--- src/rtl/seq_detect_fsm.sv ---
// Mealy serial-pattern detector with KMP fallback and a saturating match counter.
// Define SEQ_DETECT_REG_OUT_EN to register y so it pulses one cycle after the match.
module seq_detect_fsm #(
    parameter int                   PATTERN_W = 4,
    parameter logic [PATTERN_W-1:0] PATTERN   = 4'b1011,
    parameter int                   CNT_W     = 8,
    parameter int                   ST_W      = 4
) (
    input  logic             clk,
    input  logic             rst,
    input  logic             x,
    input  logic             x_valid,
    input  logic             overlap,
    input  logic             cnt_clr,
    output logic             y,
    output logic [ST_W-1:0]  s,
    output logic [CNT_W-1:0] match_cnt,
    output logic             cnt_sat
);

    localparam int SDEPTH = 1 << ST_W;

    // Bit i of the pattern in arrival order (i = 0 is received first).
    function automatic logic pat_bit(input int i);
        logic [PATTERN_W-1:0] t;
        t = PATTERN >> (PATTERN_W - 1 - i);
        return t[0];
    endfunction

    // Longest pattern prefix (shorter than the pattern) that ends the
    // history "first k pattern bits followed by b".
    function automatic int fallback(input int k, input logic b);
        int   best;
        logic ok;
        logic c;
        best = 0;
        for (int j = 1; j <= k + 1; j++) begin
            if (j < PATTERN_W) begin
                ok = 1'b1;
                for (int i = 0; i < j; i++) begin
                    c = (k + 1 - j + i == k) ? b : pat_bit(k + 1 - j + i);
                    if (c != pat_bit(i)) ok = 1'b0;
                end
                if (ok) best = j;
            end
        end
        return best;
    endfunction

    function automatic int border();
        int   best;
        logic ok;
        best = 0;
        for (int j = 1; j < PATTERN_W; j++) begin
            ok = 1'b1;
            for (int i = 0; i < j; i++) begin
                if (pat_bit(PATTERN_W - j + i) != pat_bit(i)) ok = 1'b0;
            end
            if (ok) best = j;
        end
        return best;
    endfunction

    localparam logic [ST_W-1:0] LAST_S   = ST_W'(PATTERN_W - 1);
    localparam logic [ST_W-1:0] BORDER_S = ST_W'(border());

    // Table spans every encodable state; unreachable codes fall back to 0.
    logic [ST_W-1:0] nxt0 [SDEPTH];
    logic [ST_W-1:0] nxt1 [SDEPTH];

    for (genvar k = 0; k < SDEPTH; k++) begin : g_tbl
        localparam int N0 = (k < PATTERN_W) ? fallback(k, 1'b0) : 0;
        localparam int N1 = (k < PATTERN_W) ? fallback(k, 1'b1) : 0;
        assign nxt0[k] = ST_W'(N0);
        assign nxt1[k] = ST_W'(N1);
    end

    logic            match;
    logic [ST_W-1:0] s_nxt;

    always_ff @(posedge clk) begin
        if (rst) begin
            s <= '0;
        end else begin
            s <= s_nxt;
        end
    end

    always_comb begin
        match = 1'b0;
        s_nxt = s;
        if (!rst && x_valid && (s == LAST_S) && (x == PATTERN[0])) begin
            match = 1'b1;
        end
        if (match) begin
            s_nxt = overlap ? BORDER_S : '0;
        end else if (x_valid) begin
            s_nxt = x ? nxt1[s] : nxt0[s];
        end
    end

    always_ff @(posedge clk) begin
        if (rst || cnt_clr) begin
            match_cnt <= '0;
        end else if (match && !cnt_sat) begin
            match_cnt <= match_cnt + 1'b1;
        end
    end

    assign cnt_sat = &match_cnt;

`ifdef SEQ_DETECT_REG_OUT_EN
    always_ff @(posedge clk) begin
        if (rst) begin
            y <= 1'b0;
        end else begin
            y <= match;
        end
    end
`else
    assign y = match;
`endif

endmodule

--- config.mk ---
export PLATFORM = sky130hd
export DESIGN_NAME = seq_detect_fsm
export DESIGN_NICKNAME = d
export VERILOG_FILES = /design/src/rtl/seq_detect_fsm.sv
export SDC_FILE = /design/constraint.sdc
export NUM_CORES = 1
export LEC_CHECK = 0
export CORE_MARGIN = 1
export CORE_UTILIZATION = 25
export CTS_BUF_LIST = sky130_fd_sc_hd__clkbuf_2 sky130_fd_sc_hd__clkbuf_4 sky130_fd_sc_hd__clkbuf_8
export CTS_CLUSTER_SIZE = 16
export DETAILED_ROUTE_END_ITERATION = 7
export HOLD_SLACK_MARGIN = 0.02
export PLACE_DENSITY = 0.55
export SYNTH_ARGS = -nofsm -noshare
export SYNTH_HDL_FRONTEND = slang
export SYNTH_SLANG_ARGS = --single-unit
--- constraint.sdc ---
create_clock -name clk -period 2.2 [get_ports clk]
set_clock_uncertainty 0.1 [all_clocks]
set_input_delay 0.33 -clock clk [delete_from_list [all_inputs] [get_ports clk]]
set_output_delay 0.33 -clock clk [all_outputs]
set_load 0.05 [all_outputs]
Word level (Yosys, flattened, before mapping)
Memories as Yosys holds them, arrays and structs flattened.
Index checks and enable logic that the tools add are counted.
Widths: inputs -> output; s select.
{ "word_totals": {"wordCells": 26, "ramBits": 0, "output_inout_bits": 14, "latch_bits": 0, "mem_count": 2, "romBits": 128, "register_bits": 12} }
{ "memory_table": {"columns": ["memory", "words", "width", "read_ports", "rd_clocked_by_memory_dff", "write_ports", "line_no", "source"], "rows": [
  ["(name not given)", 16, 4, 1, 0, 0, "98", "s_nxt = x ? nxt1[s] : nxt0[s];"],
  ["(name not given)", 16, 4, 1, 0, 0, "98", null]
]} }
{ "classes": {"mux": 9, "n_eq_ne": 1, "multipliers": 0, "n_shift": 0, "addsub": 1, "div_mod_pow": 0, "n_bitwise": 1, "n_lt_le_gt_ge": 1, "reduce_logical": 9} }
{ "ops": {"columns": ["cell", "count"], "rows": [
  ["$mux 4", 7],
  ["$add 8x1->8 const B", 1],
  ["$reduce_and 8->1", 1],
  ["$ge 5x5->1 const B", 1],
  ["$not 4->5", 1],
  ["$eq 4x2->1 const B", 1],
  ["$logic_and 1x1->1", 4],
  ["$logic_not 1->1", 2],
  ["$mux 1", 2],
  ["$reduce_bool 2->1", 1],
  ["$logic_or 1x1->1", 1]
]} }

Logic depth before layout (Yosys ltp)
Gate-level depths: netlist (run 1).
{ "logic_depth": {"depth_word": 7, "depth_mapped": 5, "depth_no_buf": 5} }

Least setup slack after synthesis (run 1)
OpenSTA, ideal clock, no wires.
{ "synth_timing": {"path_type": "register to register", "from": "reg match_cnt[3]", "to": "reg match_cnt[4]", "n_path_buf": 0, "path_slack_ns": 0.143, "path_stages_with_launch": 6, "arrival_ns": 1.831, "cell_sequence": "dfxtp_1 > and4_4 > nand4_2 > inv_1 > or4_1 > a21oi_1"} }
{ "synth_via": {"elab_chain_len": 3} }
{ "synth_lines": {"columns": ["element", "line_no", "source"], "rows": [
  ["start: declaration", "17", "output logic [CNT_W-1:0] match_cnt,"],
  ["start signal: assignment", "106", "match_cnt <= match_cnt + 1'b1;"],
  ["$reduce_and 8->1", "110", "assign cnt_sat = &match_cnt;"],
  ["named net cnt_sat", "18", "output logic cnt_sat"],
  ["$logic_not 1->1", "105", "end else if (match && !cnt_sat) begin"],
  ["$logic_and 1x1->1", "105", null]
]} }
The timed path passes the listed nets, and every way through them passes these cells.
A chain may end at the register's enable or synchronous reset.

Worst setup path after layout (run 1)
{ "layout_timing": {"from": "reg match_cnt[0]", "to": "out cnt_sat"} }
{ "layout_via": {"elab_chain_len": 1} }
{ "layout_lines": {"columns": ["element", "line_no"], "rows": [
  ["$reduce_and 8->1", "110"],
  ["end: declaration", "18"]
]} }
No other way between the ends.

==> impl_metrics.tcl, run 1 <==
set metrics [dict create \
    grt_pass1_wl_um 1810 \
    setup_viol 0 \
    crit_fanout 7 \
    synth-seq-cells 10 \
    fin_nets 89 \
    preCtsSetupSlack_ns 0.127 \
    use_met2 0.167 \
    synth_ff_type "dfxtp_1" \
    cp-start-kind "flop" \
    required_ns 1.77 \
    cts_sinks 10 \
    place.gp.congestion 0.764 \
    leakagePower_nw 0.299 \
    clk_latency_ns 0.26 \
    drc 0 \
    grt.busiest_layer "met2" \
    yosysSeqAreaShare 0.388 \
    grt_util_met3 0.0566 \
    dr.pass1.iters 4 \
    area_delta_synth_final_pct 50.5 \
    rows 16 \
    grt_pass1_vias 450 \
    synthSimpleGateAreaFrac 0.267 \
    tns_ns 0 \
    drtIter0Drc 8 \
    antenna_found_initial 0 \
    io-pin-count 20 \
    critPathCaptureType "primary output" \
    cts-hold-fix-buffers 0 \
    cap_violations 0 \
    synth_area_per_cell_um2 8.59 \
    critPathKind "reg -> out" \
    die_area_um2 2250 \
    peakVddDrop_uv 304 \
    viasPerCell 4.91 \
    fp.coreArea_um2 1940 \
    cts_buffers 3 \
    cts_resized 0 \
    drv_slew 0 \
    muxShareOfSynthArea 0 \
    routed_wirelength_um 1190 \
    worstPathArrival_ns 1.61 \
    drtAntennaViolNets 0 \
    synth_top_family_by_area "simple AND/OR/NAND/NOR gates" \
    use_met1 0.158 \
    post-route-period-util 0.927 \
    yosysUniqueCellTypes 30 \
    synth_fa_ha_area_frac 0.0243 \
    rsz0062_at_grt "no" \
    diodes 0 \
    wl_per_cell_um 11.0 \
    clk_pin_slew_worst_paths_ns 0.07 \
    grt_max_degree 8 \
    grt_usage 0.115 \
    cts_tree "yes" \
    post-cts-setup-buffer-count 0 \
    cts_root_buf "clkbuf_4" \
    start_util 0.265 \
    finalHoldViolCount 0 \
    synth_area_um2 515 \
    period_minus_slack_ns 2.04 \
    drive_above_1_share 0.173 \
    hold_path.class "reg -> reg" \
    num_vias 530 \
    dp_hpwl_um 906 \
    die_width_um 47.4 \
    p_per_area_nw_per_um2 499 \
    syn-instance-count 60 \
    io_buffers 17 \
    max_freq_mhz 490 \
    cts_buffer_depth 2 \
    htreeDepth 1 \
    yosysWarnings 0 \
    outcome "complete, no violations" \
    die_h_um 47.4 \
    synth-edff-count 0 \
    synth_compound_area_frac 0.248 \
    synth-xor-area-share 0 \
    setup_slack_ns 0.161 \
    grt_overflow 0 \
    fillers 206 \
    ys_async_sr_fraction 0 \
]
## layer usage
metal	part of all wire	wire, um
met1	0.50	595
met2	0.44	521
met3	0.056	67
met4	0.0075	9
met5	0	0
## report_power, final
part	leakage (nW)	total (W)	internal (W)	switching [W]
sequential	0.0807	0.000184	0.000182	0.00000158
combinational	0.198	0.0000360	0.0000149	0.0000211
clock	0.0210	0.000167	0.000100	0.0000671
total	0.299	0.000387	0.000297	0.0000898
## synth_stat cells (all sizes together), types with 2 or more instances
cell type   n  area [um^2]
inv         4         15.0
a311oi      2         17.5
and4b       2         20.0
nand2       2         7.51
nor3        2         10.0
o21ai       5         25.0
nand3       3         15.0
dfxtp      10          200
nand4       2         18.8
a31oi       2         12.5
a21oi       6         30.0
or2         2         15.0
buf         2         15.0
nor2        3         11.3
## worst max-delay path: stages (launching register included)
cell and delay [ns]:
dfxtp_1 0.40, ha_1 0.33, nand4_2 0.21, inv_1 0.23, buf_12 0.17
## path summary, 6_finish.rpt
check	slack, ns	cells past startpoint	from	end
hold / removal	0.43	1	match_cnt[3]	match_cnt[3]
setup / recovery	0.16	4	match_cnt[0]	cnt_sat
hold reg to reg	0.43	1	match_cnt[3]	match_cnt[3]
setup reg to reg	0.42	5	match_cnt[0]	match_cnt[4]
## state kept, by name, indices dropped and copies added, names as in the netlist
| name | cells |
|---|---|
| match_cnt | 8 |
| s | 2 |
## layout by cell type, fill, tap and decap left out
cell type,count
a311oi_1,2
nor3_1,2
clkdlybuf4s50_1,15
nand3_1,3
nand2_1,2
buf_12,2
dfxtp_1,10
and3_1,1
nand4_2,1
or2_2,1
or3_1,1
clkbuf_4,3
a31oi_1,2
o21ai_0,5
or4_1,1
and4b_1,2
buf_4,2
nand4_1,1
nor2_1,3
and4_4,1
a21oi_1,6
or2_4,1
inv_2,1
o211ai_1,1
a41oi_1,1
clkbuf_8,1
a2bb2oi_1,1
ha_1,1
or2b_2,1
conb_1,2
inv_1,3
a41o_1,1
o31ai_1,1
## metrics by stage
step	hold slack (ns)	cells	util	instance area, um^2	total power [W]
floorplan	0.299	61	-	519	0.000210
global placement	0.416	104	0.381	739	0.000224
detailed placement	0.421	104	0.381	739	0.000224
CTS	0.435	108	0.399	776	0.000392
global route	0.452	108	0.399	776	0.000404
finish	0.432	108	0.399	776	0.000387
## cell type report
cell class / instances / area (um^2) / area share
Sequential cell: 10 / 200 / 0.258
Inverter: 4 / 15.0 / 0.0194
Tap cell: 27 / 33.8 / 0.0435
Multi-Input combinational cell: 44 / 285 / 0.368
Clock buffer: 4 / 36.3 / 0.0468
Timing Repair Buffer: 19 / 205 / 0.265
## cells by family after synthesis
group | after synthesis
AO/OA/AOI/OAI | 20
adder cells (fa/ha/maj) | 1
buffers and inverters | 7
other | 1
AND/OR/NAND/NOR | 21
flip-flops | 10
No activity file was read; power rests on OpenSTA's default activity.
==> run 2, diff against run 1 <==
GPL_TIMING_DRIVEN = 0   (was unset)
==> impl_metrics.tcl, run 2 (same netlist as run 1, synthesis figures left out) <==
set metrics [dict create \
    routed_wirelength_um 1210 \
    wl_per_cell_um 11.1 \
    clk_pin_slew_worst_paths_ns 0.07 \
    mostFrequentLayoutCell "clkdlybuf4s50_1" \
    grt_max_degree 8 \
    viasPerCell 4.75 \
    cpPeakStageDelay_ns 0.54 \
    die_width_um 47.4 \
    largest_reg_flops 8 \
    htreeDepth 1 \
    start_util 0.265 \
    regArea_um2 200 \
    setup_slack_ns 0.104 \
    clk_latency_ns 0.27 \
    path_cells "clkdlybuf4s50_1 > nand4_1 > or2_4 > inv_2 > buf_2" \
    cap_violations 0 \
    critPathCaptureType "primary output" \
    place.gp.congestion 0.684 \
    peakVddDrop_uv 305 \
    r2r_slack_ns 0.55 \
    dpl-instance-area_um2 723 \
    preCtsSetupSlack_ns -0.434 \
    dp_hpwl_um 889 \
    fp.coreArea_um2 1940 \
    required_ns 1.77 \
    rsz0062_at_grt "no" \
    io-pin-count 20 \
    design_area_um2 752 \
    cpMaxStageDelayCell "clkdlybuf4s50_1" \
    setup_viol 0 \
    worst_slew_pin_slew_ns 0.563 \
    rows 16 \
    cts_tree "yes" \
    fin_nets 90 \
    grt_pass1_wl_um 1770 \
    post-route-period-util 0.953 \
    die_h_um 47.4 \
    num_vias 518 \
    cts_buffers 3 \
    fillers 199 \
    outcome "complete, no violations" \
    grt_overflow 0 \
    drtIter0Drc 11 \
    cp-start-kind "input port" \
    cts_root_buf "clkbuf_4" \
    grt_usage 0.117 \
    dr.pass1.iters 3 \
    io_buffers 17 \
    period_minus_slack_ns 2.10 \
    mostFrequentLayoutCells "clkdlybuf4s50_1, dfxtp_1, a21oi_1" \
    max_flop_register "match_cnt" \
    multi_input_area_um2 288 \
    max_freq_mhz 477 \
    antenna_found_initial 0 \
    hold_path.class "reg -> reg" \
    maxSlewHeadroom 0.622 \
    area_delta_synth_final_pct 45.9 \
    drv_slew 0 \
    cts_buffer_depth 2 \
    drive_above_1_share 0.183 \
    critPathKind "in -> out" \
    leakagePower_nw 0.293 \
    die_area_um2 2250 \
    p_per_area_nw_per_um2 521 \
    crit_fanout 6 \
    reg_top3 "match_cnt x8, s x2" \
    drtAntennaViolNets 0 \
    drc 0 \
    post-cts-setup-buffer-count 0 \
    hold_ws_ns 0.425 \
    worstPathArrival_ns 1.67 \
    diodes 0 \
    finalHoldViolCount 0 \
    grt_pass1_vias 393 \
    cts_sinks 10 \
]
[run 2: layout make-up]
cell class	instances	area share
plain buffers	3	0.0250
clock buffers	4	0.0483
inverters	4	0.0200
multi-input cells	44	0.383
flip-flops and latches	10	0.266
well taps	27	0.0449
repair buffers	17	0.213
[run 2: per-layer routing]
layer	part of all wire	vias to the layer above	track usage
met5	0	-	0
met4	0	0	0.0514
met3	0.053	0	0.0566
met2	0.42	10	0.148
met1	0.52	239	0.166
li1	-	269	-
[run 2: worst paths after layout]
kind                      from            to  cells past startpoint
setup / recovery       x_valid             y                      5
hold / removal    match_cnt[1]  match_cnt[1]                      2
setup reg to reg  match_cnt[0]  match_cnt[4]                      5
hold reg to reg   match_cnt[1]  match_cnt[1]                      2
[run 2: report_power, final]
| group | internal [W] | switching, W | total, W |
|---|---|---|---|
| combinational | 0.0000164 | 0.0000217 | 0.0000381 |
| clock | 0.000101 | 0.0000694 | 0.000170 |
| sequential | 0.000182 | 0.00000166 | 0.000184 |
| total | 0.000299 | 0.0000928 | 0.000392 |
[run 2: stage by stage]
step	total power, W	cells	TNS [ns]	util
2_1_floorplan	0.000210	61	0	-
3_3_place_gp	0.000226	105	-0.559	0.372
3_5_place_dp	0.000226	105	-0.567	0.372
4_1_cts	0.000403	109	0	0.386
5_1_grt	0.000415	109	0	0.387
6_report	0.000392	109	0	0.387
[run 2: what timing repair did]
action,CTS,global route
gates cloned,0,0
gates resized for setup,10,1
endpoints found under the setup margin,2,1
hold buffers,0,0
[run 2: worst max-delay path: cells and delay by family]
family / cells / cell delay [ns]
and+or+nand+nor: 2 / 0.42
buffers and inverters: 3 / 0.91
==> run 3, diff against run 2 <==
==> constraint.sdc (replaced) <==
create_clock -name clk -period 2.2 [get_ports clk]
set_clock_uncertainty 0.1 [all_clocks]
set_input_delay 0.33 -clock clk [delete_from_list [all_inputs] [get_ports clk]]
set_output_delay 0.33 -clock clk [all_outputs]
set_load 0.02 [all_outputs]
==> impl_metrics.tcl, run 3 (same netlist as run 1, synthesis figures left out) <==
set metrics [dict create \
    critPathCaptureType "primary output" \
    cts_buffer_depth 2 \
    preCtsSetupSlack_ns -0.234 \
    maxSlewHeadroom 0.622 \
    grt_pass1_vias 390 \
    viasPerCell 4.77 \
    drtIter0Drc 11 \
    setup_slack_ns 0.0676 \
    worstPathArrival_ns 1.70 \
    tns_ns 0 \
    required_ns 1.77 \
    start_util 0.265 \
    rsz0062_at_grt "no" \
    largest_reg_flops 8 \
    clkPwrFrac 0.442 \
    cts_buffers 3 \
    r2r_slack_ns 0.56 \
    dr.pass1.iters 3 \
    regArea_um2 201 \
    routed_wirelength_um 1210 \
    antenna_found_initial 0 \
    htreeDepth 1 \
    num_vias 520 \
    critPathKind "in -> out" \
    cap_violations 0 \
    rows 16 \
    power.share.switching 0.221 \
    max_freq_mhz 469 \
    fillers 200 \
    fin_nets 90 \
    period_minus_slack_ns 2.13 \
    power.total_w 0.000384 \
    clk_latency_ns 0.27 \
    die_area_um2 2250 \
    grt_usage 0.116 \
    drive_above_1_share 0.183 \
    rr_worst_depth 5 \
    reg_top3 "match_cnt x8, s x2" \
    cts_root_buf "clkbuf_4" \
    mostFrequentLayoutCell "clkdlybuf4s50_1" \
    io_buffers 17 \
    dp_hpwl_um 889 \
    grt_overflow 0 \
    grt_max_degree 8 \
    multi_input_area_um2 288 \
    diodes 0 \
    cts_tree "yes" \
    die_h_um 47.4 \
    setup_viol 0 \
    post-cts-setup-buffer-count 0 \
    finalHoldViolCount 0 \
    fp.coreArea_um2 1940 \
    drv_slew 0 \
    io-pin-count 20 \
    pwr-share-comb 0.079 \
    p_per_area_nw_per_um2 507 \
    leakagePower_nw 0.292 \
    max_flop_register "match_cnt" \
    hold_path.class "reg -> reg" \
    switchingPower_w 0.0000851 \
    hold_ws_ns 0.405 \
    critPathCapture "y" \
    post-route-period-util 0.969 \
    p_seq_frac 0.479 \
    peakVddDrop_uv 310 \
    crit_fanout 6 \
    r2r-end "match_cnt[4]" \
    p_int_w 0.000299 \
    die_width_um 47.4 \
    cts_resized 3 \
    clk_pin_slew_worst_paths_ns 0.07 \
    grt_pass1_wl_um 1750 \
    drc 0 \
    area_delta_synth_final_pct 47.1 \
    cts_sinks 10 \
    crit_start "x_valid" \
    worst_slew_pin_slew_ns 0.563 \
    cp-start-kind "input port" \
    place.gp.congestion 0.684 \
    outcome "complete, no violations" \
    mostFrequentLayoutCells "clkdlybuf4s50_1, dfxtp_1, a21oi_1" \
    cts-hold-fix-buffers 0 \
    reg2reg_from "match_cnt[0]" \
    drtAntennaViolNets 0 \
    wl_per_cell_um 11.1 \
]
==> run 3: cell count changes in the layout (fill, tap and decap cells not counted), sizes merged <==
cell	previous run	this run
buf	4	2
clkbuf	5	6
clkdlybuf4s15	0	1
==> run 3: per-layer routing <==
metal,wire (um),GRT usage,vias to the layer above
met1,630,0.163,241
li1,-,-,269
met3,64,0.0566,0
met2,511,0.148,10
met5,0,0,-
met4,0,0.0514,0
==> run 3: how the worst min path moves through the flow <==
stage,startpoint,endpoint,slack (ns),cells after the start
final,match_cnt[3],match_cnt[3],0.41,1
after global routing,match_cnt[3],match_cnt[3],0.45,1
after CTS,match_cnt[0],match_cnt[0],0.43,2
after detailed placement,match_cnt[1],match_cnt[1],0.42,2
after global placement,match_cnt[1],match_cnt[1],0.40,2
after floorplan,rst,s[0],0.30,1
==> run 3: layout make-up <==
cell class / instances / area share
multi-input cells: 44 / 0.380
flip-flops and latches: 10 / 0.266
repair buffers: 17 / 0.218
clock buffers: 4 / 0.0479
well taps: 27 / 0.0446
plain buffers: 3 / 0.0248
inverters: 4 / 0.0198
==> run 3: per-stage QoR <==
stage                     area, um^2  cells  utilization
final                            758    109        0.390
after global routing             758    109        0.390
after CTS                        759    109        0.391
after detailed placement         723    105        0.372
after global placement           723    105        0.372
after floorplan                  519     61            -
==> run 3: power groups by stage <==
stage | sequential, W | clock, W | combinational (W)
finish | 0.000184 | 0.000170 | 0.0000305
global route | 0.000184 | 0.000190 | 0.0000337
CTS | 0.000184 | 0.000181 | 0.0000306
detailed placement | 0.000188 | 0 | 0.0000305
global placement | 0.000188 | 0 | 0.0000304
floorplan | 0.000190 | 0 | 0.0000127
==> run 3: worst max-delay path, cell delays in order <==
cell             delay (ns)
clkdlybuf4s50_1        0.54
nand4_1                0.14
or2_4                  0.28
inv_2                  0.11
clkdlybuf4s15_1        0.31
